===== config.mk =====
export PLATFORM = sky130hd
export DESIGN_NAME = branch_redirect_ctrl
export DESIGN_NICKNAME = d
export VERILOG_FILES = /design/src/rtl/branch_redirect_pkg.sv /design/src/rtl/redirect_perf_cnt.sv /design/src/rtl/branch_redirect_ctrl.sv
export SDC_FILE = /design/constraint.sdc
export NUM_CORES = 1
export LEC_CHECK = 0
export BUFFER_PORTS_ARGS = -buffer_cell sky130_fd_sc_hd__buf_2
export CAP_MARGIN = 40
export CORE_ASPECT_RATIO = 0.75
export CORE_UTILIZATION = 39
export DETAILED_ROUTE_END_ITERATION = 10
export PLACE_DENSITY = 0.86
export RECOVER_POWER = 50
export SYNTH_ARGS = -nofsm -noshare
export SYNTH_HDL_FRONTEND = slang
export SYNTH_SLANG_ARGS = --single-unit

===== constraint.sdc =====
create_clock -name clk -period 2.13 [get_ports clk]
set_clock_uncertainty 0.2 [all_clocks]
set_input_delay 0.426 -clock clk [delete_from_list [all_inputs] [get_ports clk]]
set_output_delay 0.426 -clock clk [all_outputs]
set_load 0.02 [all_outputs]

===== src/rtl/branch_redirect_pkg.sv =====
// Shared types for the EX-stage redirect controller: FSM states, redirect causes
// and the cause decode used when masking a captured target.
package branch_redirect_pkg;

   typedef enum logic [1:0] {
      IDLE     = 2'd0,
      REDIRECT = 2'd1,
      HOLD     = 2'd2,
      FLUSH    = 2'd3
   } redirect_state_e;

   typedef enum logic [1:0] {
      CAUSE_BR   = 2'd0,
      CAUSE_JAL  = 2'd1,
      CAUSE_JALR = 2'd2
   } redirect_cause_e;

   localparam int FLUSH_CYCLES_MAX = 15;

   // JALR wins over JAL, which wins over a taken conditional branch.
   function automatic redirect_cause_e decode_cause(input logic jal, input logic jalr);
      redirect_cause_e cause;
      cause = CAUSE_BR;
      if (jalr) begin
         cause = CAUSE_JALR;
      end else if (jal) begin
         cause = CAUSE_JAL;
      end
      return cause;
   endfunction

endpackage


===== src/rtl/redirect_perf_cnt.sv =====
// 32-bit wrapping event counter with synchronous active-low clear and
// an increment enable.
module redirect_perf_cnt (
   input  logic        clk,
   input  logic        clear_n,
   input  logic        en,
   output logic [31:0] count
);

   logic [31:0] count_reg;

   always_ff @(posedge clk) begin
      if (!clear_n) begin
         count_reg <= '0;
      end else if (en) begin
         count_reg <= count_reg + 32'd1;
      end
   end

   assign count = count_reg;

endmodule


===== src/rtl/branch_redirect_ctrl.sv =====
// Captures a resolved EX-stage control transfer, presents one registered redirect
// to the PC and flushes wrong-path stages. Perf counters: BRANCH_REDIRECT_PERF_EN.
module branch_redirect_ctrl
   import branch_redirect_pkg::*;
#(
   parameter int PC_W         = 9,
   parameter int FLUSH_CYCLES = 2
) (
   input  logic            clk,
   input  logic            reset,
   input  logic            ex_valid,
   input  logic            ex_br_taken,
   input  logic            ex_jal,
   input  logic            ex_jalr,
   input  logic [31:0]     ex_target,
   input  logic            stall,
   output logic            redirect_valid,
   output logic [PC_W-1:0] redirect_pc,
   output logic            flush_if_id,
   output logic            flush_id_ex,
   output logic            busy,
   output logic            tgt_err,
   output logic [31:0]     perf_redirects,
   output logic [31:0]     perf_flush_cyc
);

   localparam int CNT_W = $clog2(FLUSH_CYCLES + 1);
   localparam logic [CNT_W-1:0] CNT_LOAD = CNT_W'(FLUSH_CYCLES - 1);
   localparam logic [CNT_W-1:0] CNT_ONE  = CNT_W'(1);

   redirect_state_e state_reg, state_next;
   logic [CNT_W-1:0] cnt_reg, cnt_next;
   logic [PC_W-1:0]  target_reg;
   logic             err_reg;
   logic             trigger;
   logic             capture;
   logic [31:0]      tgt_masked;
   logic             tgt_bad;

   assign trigger = ex_valid & (ex_br_taken | ex_jal | ex_jalr);

   always_comb begin
      tgt_masked = ex_target;
      if (decode_cause(ex_jal, ex_jalr) == CAUSE_JALR) begin
         tgt_masked[0] = 1'b0;
      end
      // Out-of-range targets still redirect with the truncated value.
      tgt_bad = tgt_masked[1] | ((tgt_masked >> PC_W) != 32'd0);
   end

   always_comb begin
      state_next = state_reg;
      cnt_next   = cnt_reg;
      capture    = 1'b0;
      case (state_reg)
         IDLE: begin
            if (trigger) begin
               capture    = 1'b1;
               state_next = REDIRECT;
            end
         end
         REDIRECT, HOLD: begin
            if (stall) begin
               state_next = HOLD;
            end else begin
               cnt_next   = CNT_LOAD;
               state_next = (FLUSH_CYCLES > 1) ? FLUSH : IDLE;
            end
         end
         FLUSH: begin
            // The accepted redirect cycle was the first flush cycle, so the
            // counter reaches zero as the FSM re-enters IDLE.
            if (!stall) begin
               cnt_next = cnt_reg - CNT_ONE;
               if (cnt_reg <= CNT_ONE) begin
                  state_next = IDLE;
               end
            end
         end
         default: state_next = IDLE;
      endcase
   end

   always_ff @(posedge clk) begin
      if (!reset) begin
         state_reg  <= IDLE;
         cnt_reg    <= '0;
         target_reg <= '0;
         err_reg    <= 1'b0;
      end else begin
         state_reg <= state_next;
         cnt_reg   <= cnt_next;
         if (capture) begin
            target_reg <= tgt_masked[PC_W-1:0];
            err_reg    <= err_reg | tgt_bad;
         end
      end
   end

   assign redirect_valid = (state_reg == REDIRECT) || (state_reg == HOLD);
   assign redirect_pc    = target_reg;
   assign flush_if_id    = (state_reg != IDLE);
   assign flush_id_ex    = (state_reg != IDLE);
   assign busy           = (state_reg != IDLE);
   assign tgt_err        = err_reg;

`ifdef BRANCH_REDIRECT_PERF_EN
   logic redirect_accept;
   assign redirect_accept = redirect_valid & ~stall;

   redirect_perf_cnt u_perf_redirects (
      .clk     (clk),
      .clear_n (reset),
      .en      (redirect_accept),
      .count   (perf_redirects)
   );

   redirect_perf_cnt u_perf_flush_cyc (
      .clk     (clk),
      .clear_n (reset),
      .en      (flush_id_ex & ~stall),
      .count   (perf_flush_cyc)
   );
`else
   assign perf_redirects = 32'b0;
   assign perf_flush_cyc = 32'b0;
`endif

endmodule


## After elaboration in Yosys (flattened, before gate mapping)

Index checks and enable logic that the tools add are counted.

| storage, ports and cells | value |
|---|---|
| register bits after elaboration | 14 |
| bits in latches | 0 |
| bits in writable memories | 0 |
| bits in read-only memories | 0 |
| input bits | 39 |
| output and inout bits | 78 |
| memories kept | 0 |

| cells by class | value |
|---|---|
| add/subtract/negate cells | 1 |
| $mul | 0 |
| div/mod/pow operators | 0 |
| $lt $le $gt $ge | 1 |
| equality and inequality tests | 8 |
| shift operators | 0 |
| mux-type cells | 13 |
| bitwise gates (word level) | 5 |
| reduce and logical (&&, ||, !) cells | 8 |

Operator list:

| operator | count |
|---|---|
| $reduce_bool A32 Y1 | 1 |
| $mux W2 | 6 |
| $ne A2 B2 Y1 const B | 4 |
| $eq A2 B2 Y1 const B | 3 |
| $pmux W2 S3 | 1 |
| $reduce_and A3 Y1 | 2 |
| $mux W1 | 5 |
| $or A1 B1 Y1 | 4 |
| $pmux W2 S2 | 1 |
| $reduce_bool A2 Y1 | 2 |
| $eq A2 B1 Y1 const B | 1 |
| $le A2 B1 Y1 const B | 1 |
| $logic_not A2 Y1 | 1 |
| $reduce_or A2 Y1 | 1 |
| $sub A2 B1 Y2 const B | 1 |
| $and A1 B1 Y1 | 1 |
| $logic_or A1 B1 Y1 | 1 |

## Longest topological paths before layout

Gate-level depths: netlist of run 1.

| depth | value |
|---|---|
| depth after elaboration | 5 |
| gate-level depth with buffers | 6 |
| depth with buffers taken out | 6 |

## Worst setup path before layout of run 1

OpenSTA, ideal clock, no wires.

| path | value |
|---|---|
| kind | register -> output |
| start point | register state_reg[0] |
| end point | output flush_id_ex |
| data arrival time | 1,008 ps |
| required time | 1,504 ps |
| setup slack | 496 ps |
| cell stages (with the launch flop) | 5 |
| path through | dfxtp_1 > inv_1 > ha_1 > inv_1 > buf_4 |

| on the way | value |
|---|---|
| word-level cells in the longest chain between the ends | 1 |

Ends and longest elaborated chain:

| item | RTL line | RTL |
|---|---|---|
| from (decl) | branch_redirect_ctrl.sv:31 | `redirect_state_e state_reg, state_next;` |
| from (signal assigned) | branch_redirect_ctrl.sv:91 | `state_reg <= state_next;` |
| $reduce_bool A2 Y1 | - |  |
| to (decl) | branch_redirect_ctrl.sv:20 | `output logic flush_id_ex,` |

Every way passes these cells.

## Final worst setup path of run 1

| path | value |
|---|---|
| start point | register state_reg[0] |
| end point | output flush_if_id |

| on the way | value |
|---|---|
| word-level cells in the longest chain between the ends | 1 |

Ends and longest elaborated chain:

| item | RTL line | RTL |
|---|---|---|
| $reduce_bool A2 Y1 | branch_redirect_ctrl.sv:102 | `assign flush_if_id = (state_reg != IDLE);` |
| to (decl) | branch_redirect_ctrl.sv:19 | `output logic flush_if_id,` |

Every way passes these cells.

==> results of run 1 <==
[stage by stage]
stage	worst slack, ps	power [mW]	hold slack [ps]	cell area, um^2	util (%)
after global placement	514	0.976	246	1230	44.7
after detailed placement	465	0.986	250	1230	44.7
after global routing	211	1.31	216	1260	45.9
final	290	1.21	216	1260	45.9
after floorplan	496	0.937	251	1420	-
after CTS	253	1.25	216	1280	46.7
[where the power goes]
group	switching, mW	internal [mW]	total (mW)	leakage (nW)
clock network	0.0940	0.164	0.258	0.0288
logic	0.411	0.185	0.595	0.526
registers	0.0392	0.322	0.362	0.115
[per-layer routing]
metal	vias to the layer above	track usage (%)
met5	-	0
met1	387	17.7
met4	0	6.16
li1	449	-
met3	4	4.63
met2	43	19.2
[cell usage after synthesis, drive strengths merged, types with 2 or more instances]
master / n
nor2: 4
ha: 3
inv: 4
buf: 66
o21ai: 2
nor4: 5
nand2: 21
dfxtp: 14
mux2i: 2
nor2b: 3
a21boi: 9
[kinds of logic after synthesis]
| family | after synthesis |
|---|---|
| buffers and inverters | 71 |
| DFF | 14 |
| AOI/OAI and AO/OA | 18 |
| other | 1 |
| and+or+nand+nor | 37 |
| muxes | 2 |
| adders and majority gates | 3 |
[area by class of cell]
| class | instances | share of cell area, % |
|---|---|---|
| Tap cell | 36 | 3.58 |
| Sequential cell | 14 | 22.3 |
| Multi-Input combinational cell | 124 | 48.9 |
| Inverter | 4 | 1.19 |
| Timing Repair Buffer | 52 | 19.7 |
| Clock buffer | 4 | 4.37 |
[worst max-delay path, cell delays in order, from the launching register on]
cell and delay [ps]:
dfxtp_1 360, inv_1 60, ha_1 230, inv_1 140, buf_2 190
[worst max-delay path by stage]
stage	to	slack, ps	cells after the start
floorplan	flush_id_ex	500	4
finish	flush_if_id	290	4
CTS	busy	250	4
global placement	redirect_pc[0]	510	5
detailed placement	redirect_pc[0]	470	5
global route	flush_id_ex	210	4
==> out/metrics.yaml, run 1 <==
top_layer: "met4"
hold_depth: 3
synth-seq-area-share_pct: 23.7
netlist_instances: 146
io_pins: 117
final_cell_mix: "conb_1 (64), buf_2 (42), nand2_1 (21)"
hold_viol: 0
synthAdderAreaFrac_pct: 3.17
wl_met2_mm: 1.00
via_count: 883
drt-initial-drc-count: 55
grt_max_degree: 17
dieArea_um2: 3260
num_antenna_cells: 0
arrival_ps: 1210
coreArea_um2: 2740
syn_avg_cell_area_um2: 8.11
endpoint_kind: "output pin"
clk_pin_slew_worst_paths_ps: 60
synth.area.top_cells: "buf_4 (42%), dfxtp_1 (24%), nand2_1 (6.7%)"
die_w_um: 65.6
min_to: "redirect_pc[6]"
synth_xor_area_share_pct: 0
period_share_pct: 86.4
r2r_setup_slack_ps: 600
final_common_cell: "conb_1"
p_per_area_nw_per_um2: 965
r2r_cells: 6
startpoint: "state_reg[0]"
multiInputGateArea_um2: 616
placementRows: 16
synth_ff_type: "dfxtp_1"
cts_buffer_depth: 2
synth-async-reset-ratio_pct: 0
grt_setup_unrepaired: "false"
hold_buffers: 0
drtAntennaViolNets: 0
setup_viol: 0
hold_class: "in2reg"
largest_reg_flops: 9
reg2reg_to: "redirect_pc[0]"
synth_area_leader_cell: "buf_4"
post_cts_resized: 0
root_buffer: "clkbuf_8"
crit_type: "reg2out"
tns_ps: 0
n_fill_cell: 280
fmax_ghz: 0.543
seq_area_um2: 280
relSlewSlack_pct: 55.3
cts-buffers-inserted: 3
cts_setup_buffers: 0
clk_latency_ps: 250
place_congestion: 0.818
start_util_pct: 43.2
dr.pass1.iters: 4
worst_pin_slew_ps: 670
die_h_um: 49.7
ir_drop_uv: 313
clock-sinks: 14
cts_tree: "built"
wire_per_inst_um: 9.17
ys_types: 26
yosysWarnings: 0
vias_per_cell: 3.77
report.final.slew_viol_count: 0
area_delta_synth_final_pct: 6.34
cp.required_ps: 1500
grt_usage_pct: 13.4
synth_edf_count: 0
overflow: 0
post-route-drc-count: 0
path_max_fanout: 4
status: "completed"
grt_pass1_vias: 732
met3WireLength_um: 182
r2r-start: "state_reg[0]"
routed_wirelength_mm: 2.15
grt_pass1_wl_mm: 3.26
syn-cell-area_um2: 1180
yosys_register_bits: 14
synth_top_family_by_area: "buffers and inverters"
wl_met1_um: 930
yosysTopAreaCellShare_pct: 41.9
htreeDepth: 1
dp_cells: 230
min_period_ps: 1840
synth_compound_area_share_pct: 13.3
p_leak_nw: 0.670
dp_hpwl_mm: 1.87
antenna_found_initial: 0
startpoint_type: "flop"
cap_violations: 0
fin_cells: 234
drive_above_1_share_pct: 25.3
port_buffers: 52
hold_path.startpoint: "ex_target[6]"
final_nets: 241
muxShareOfSynthArea_pct: 1.69
synth-simple-area-share_pct: 14.4
(Power assumes the default switching activity.)
==> run 2, diff against run 1 <==
- ABC_AREA: unset -> 1
==> run 2 against run 1 <==
Highest routed layer unchanged. Routed wire length down 1.1%. Utilization is 2.6 points lower. Critical path depth is the same. Total power increased by 6.9%.
==> out/metrics.yaml, run 2 <==
status: "completed"
worstPathCellList: "inv_1 > ha_1 > inv_1 > buf_2"
clock-sinks: 14  # unchanged
start_util_pct: 40.8  # -2.3 points
hold_buffers: 0  # unchanged
wire_per_inst_um: 8.22  # -10%
vias_per_cell: 3.77  # about the same
post_cts_resized: 0  # unchanged
final_common_cell: "conb_1"
endpoint_kind: "output pin"
final_nets: 263  # +9.1%
die_h_um: 50.0  # +0.60%
synth-seq-area-share_pct: 23.4  # -0.30 points
io_pins: 117  # unchanged
clk_pin_slew_worst_paths_ps: 60  # about the same
setup_viol: 0  # unchanged
arrival_ps: 1200  # about the same
dieArea_um2: 3300  # +1.2%
seq_area_um2: 280  # unchanged
place_congestion: 0.887  # +8.4%
antenna_found_initial: 0  # unchanged
path_max_fanout: 4  # unchanged
period_share_pct: 86.0  # -0.44 points
cp.required_ps: 1500  # about the same
root_buffer: "clkbuf_8"
overflow: 0  # unchanged
min_period_ps: 1830  # -9.40 ps
ir_drop_uv: 551  # +76%
dp_hpwl_mm: 1.79  # -4.6%
synth_edf_count: 0  # unchanged
cts-buffers-inserted: 3  # unchanged
fin_ws_ps: 299  # +9.40 ps
critPathBufInv: 3  # unchanged
syn-cell-area_um2: 1200  # +1.3%
synthTopCellsByCount: "buf_4 (66), nor2_1 (37), dfxtp_1 (14), nand2_1 (14), o21ai_0 (10)"
report.final.slew_viol_count: 0  # unchanged
fmax_ghz: 0.546  # +0.51%
slowest_delay_ps: 350  # about the same
syn_avg_cell_area_um2: 7.09  # -13%
crit_type: "reg2out"
final_cell_mix: "conb_1 (64), buf_2 (42), nor2_1 (37)"
cts_tree: "built"
p_leak_nw: 0.713  # +6.4%
port_buffers: 52  # unchanged
multiInputGateArea_um2: 606  # -1.6%
routed_wirelength_mm: 2.12  # -1.1%
yosysWarnings: 0  # unchanged
drive_above_1_share_pct: 23.2  # -2.1 points
synth.area.top_cells: "buf_4 (41%), dfxtp_1 (23%), nor2_1 (12%)"
fin_cells: 258  # +10%
via_count: 973  # +10%
fin_hold_ws_ps: 198  # -17.8 ps
grt_usage_pct: 13.1  # -0.29 points
drtAntennaViolNets: 0  # unchanged
drt-initial-drc-count: 19  # -65%
yosys_register_bits: 14  # unchanged
post-route-drc-count: 0  # unchanged
grt_setup_unrepaired: "false"
cpMostUsedCell: "inv_1"
tns_ps: 0  # unchanged
cts_buffer_depth: 2  # unchanged
area_delta_synth_final_pct: 5.95
cap_violations: 0  # unchanged
critPathTopFamily: "buffers and inverters"
die_w_um: 66.0  # +0.61%
n_fill_cell: 341  # +22%
synth-async-reset-ratio_pct: 0  # unchanged
dp_worst_setup_slack_ps: 545  # +79.1 ps
coreArea_um2: 2940  # +7.0%
largest_reg_flops: 9  # unchanged
yosysTopAreaCellShare_pct: 41.3  # -0.52 points
grt_max_degree: 12  # -5
synth_area_leader_cell: "buf_4"
p_total_mw: 1.30  # +6.9%
dr.pass1.iters: 4  # unchanged
startpoint_type: "flop"
grt_pass1_wl_mm: 3.39  # +4.0%
p_per_area_nw_per_um2: 1020  # +5.9%
placementRows: 17  # +1
grt_pass1_vias: 812  # +11%
ys_types: 20  # -23%
synth_ff_type: "dfxtp_1"
dp_cells: 254  # +10%
htreeDepth: 1  # unchanged
hold_class: "in2reg"
netlist_instances: 169  # +16%
cts_setup_buffers: 0  # unchanged
clk_latency_ps: 240  # about the same
num_antenna_cells: 0  # unchanged
cp_slowest_cell: "dfxtp_1"
hold_viol: 0  # unchanged
yosysMostFrequentCell: "buf_4"
[run 2: cell types whose count changed after synthesis, sizes merged, moves of 2 or more]
| cell | delta |
|---|---|
| a21boi | -9 |
| a21oi | +3 |
| inv | +5 |
| mux2i | -2 |
| nand2 | -6 |
| nand3 | +3 |
| nor2 | +34 |
| nor2b | -3 |
| nor4 | -5 |
| o21ai | +9 |
[run 2: layer usage]
| layer | share of wire [%] | wire length [um] | vias up | global-route usage [%] |
|---|---|---|---|---|
| met2 | 49 | 1040 | 56 | 23.3 |
| met4 | 0.61 | 13 | 0 | 2.84 |
| li1 | - | - | 492 | - |
| met3 | 8.4 | 179 | 2 | 4.17 |
| met1 | 42 | 891 | 423 | 15.1 |
| met5 | 0 | 0 | - | 0 |
[run 2: where the power goes]
| group | internal [mW] | total (mW) | switching, mW |
|---|---|---|---|
| combinational | 0.182 | 0.656 | 0.474 |
| clock | 0.164 | 0.259 | 0.0953 |
| sequential | 0.338 | 0.383 | 0.0456 |
| total | 0.683 | 1.30 | 0.615 |
[run 2: final timing paths]
kind | startpoint | to | slack [ps] | depth (start not counted)
worst max-delay path | state_reg[0] | busy | 300 | 4
worst min register to register | tgt_err | tgt_err | 270 | 2
worst max register to register | state_reg[0] | redirect_pc[0] | 490 | 7
worst min-delay path | ex_target[8] | redirect_pc[8] | 200 | 3
[run 2: through the flow]
stage	util, %	cell area [um^2]
floorplan	-	1440
global placement	41.9	1230
detailed placement	41.9	1230
CTS	43.8	1290
global route	43.3	1270
finish	43.3	1270
[run 2: cell type report]
cell class / count / area share (%)
inverter: 9 / 2.66
multi-input combinational: 141 / 47.7
timing repair buffer: 52 / 19.5
tap: 38 / 3.74
clock buffer: 4 / 4.33
sequential: 14 / 22.1
[run 2: cell families after synthesis]
group / synth area share [%]
other cells: 0.313
buf+inv: 45.5
compound gates: 7.73
fa+ha+maj: 3.13
simple gates: 19.9
flops: 23.4
[run 2: tightest hold or removal path: stages]
cell and delay [ps]:
buf_2 80, nor2_1 30, nor2_1 80
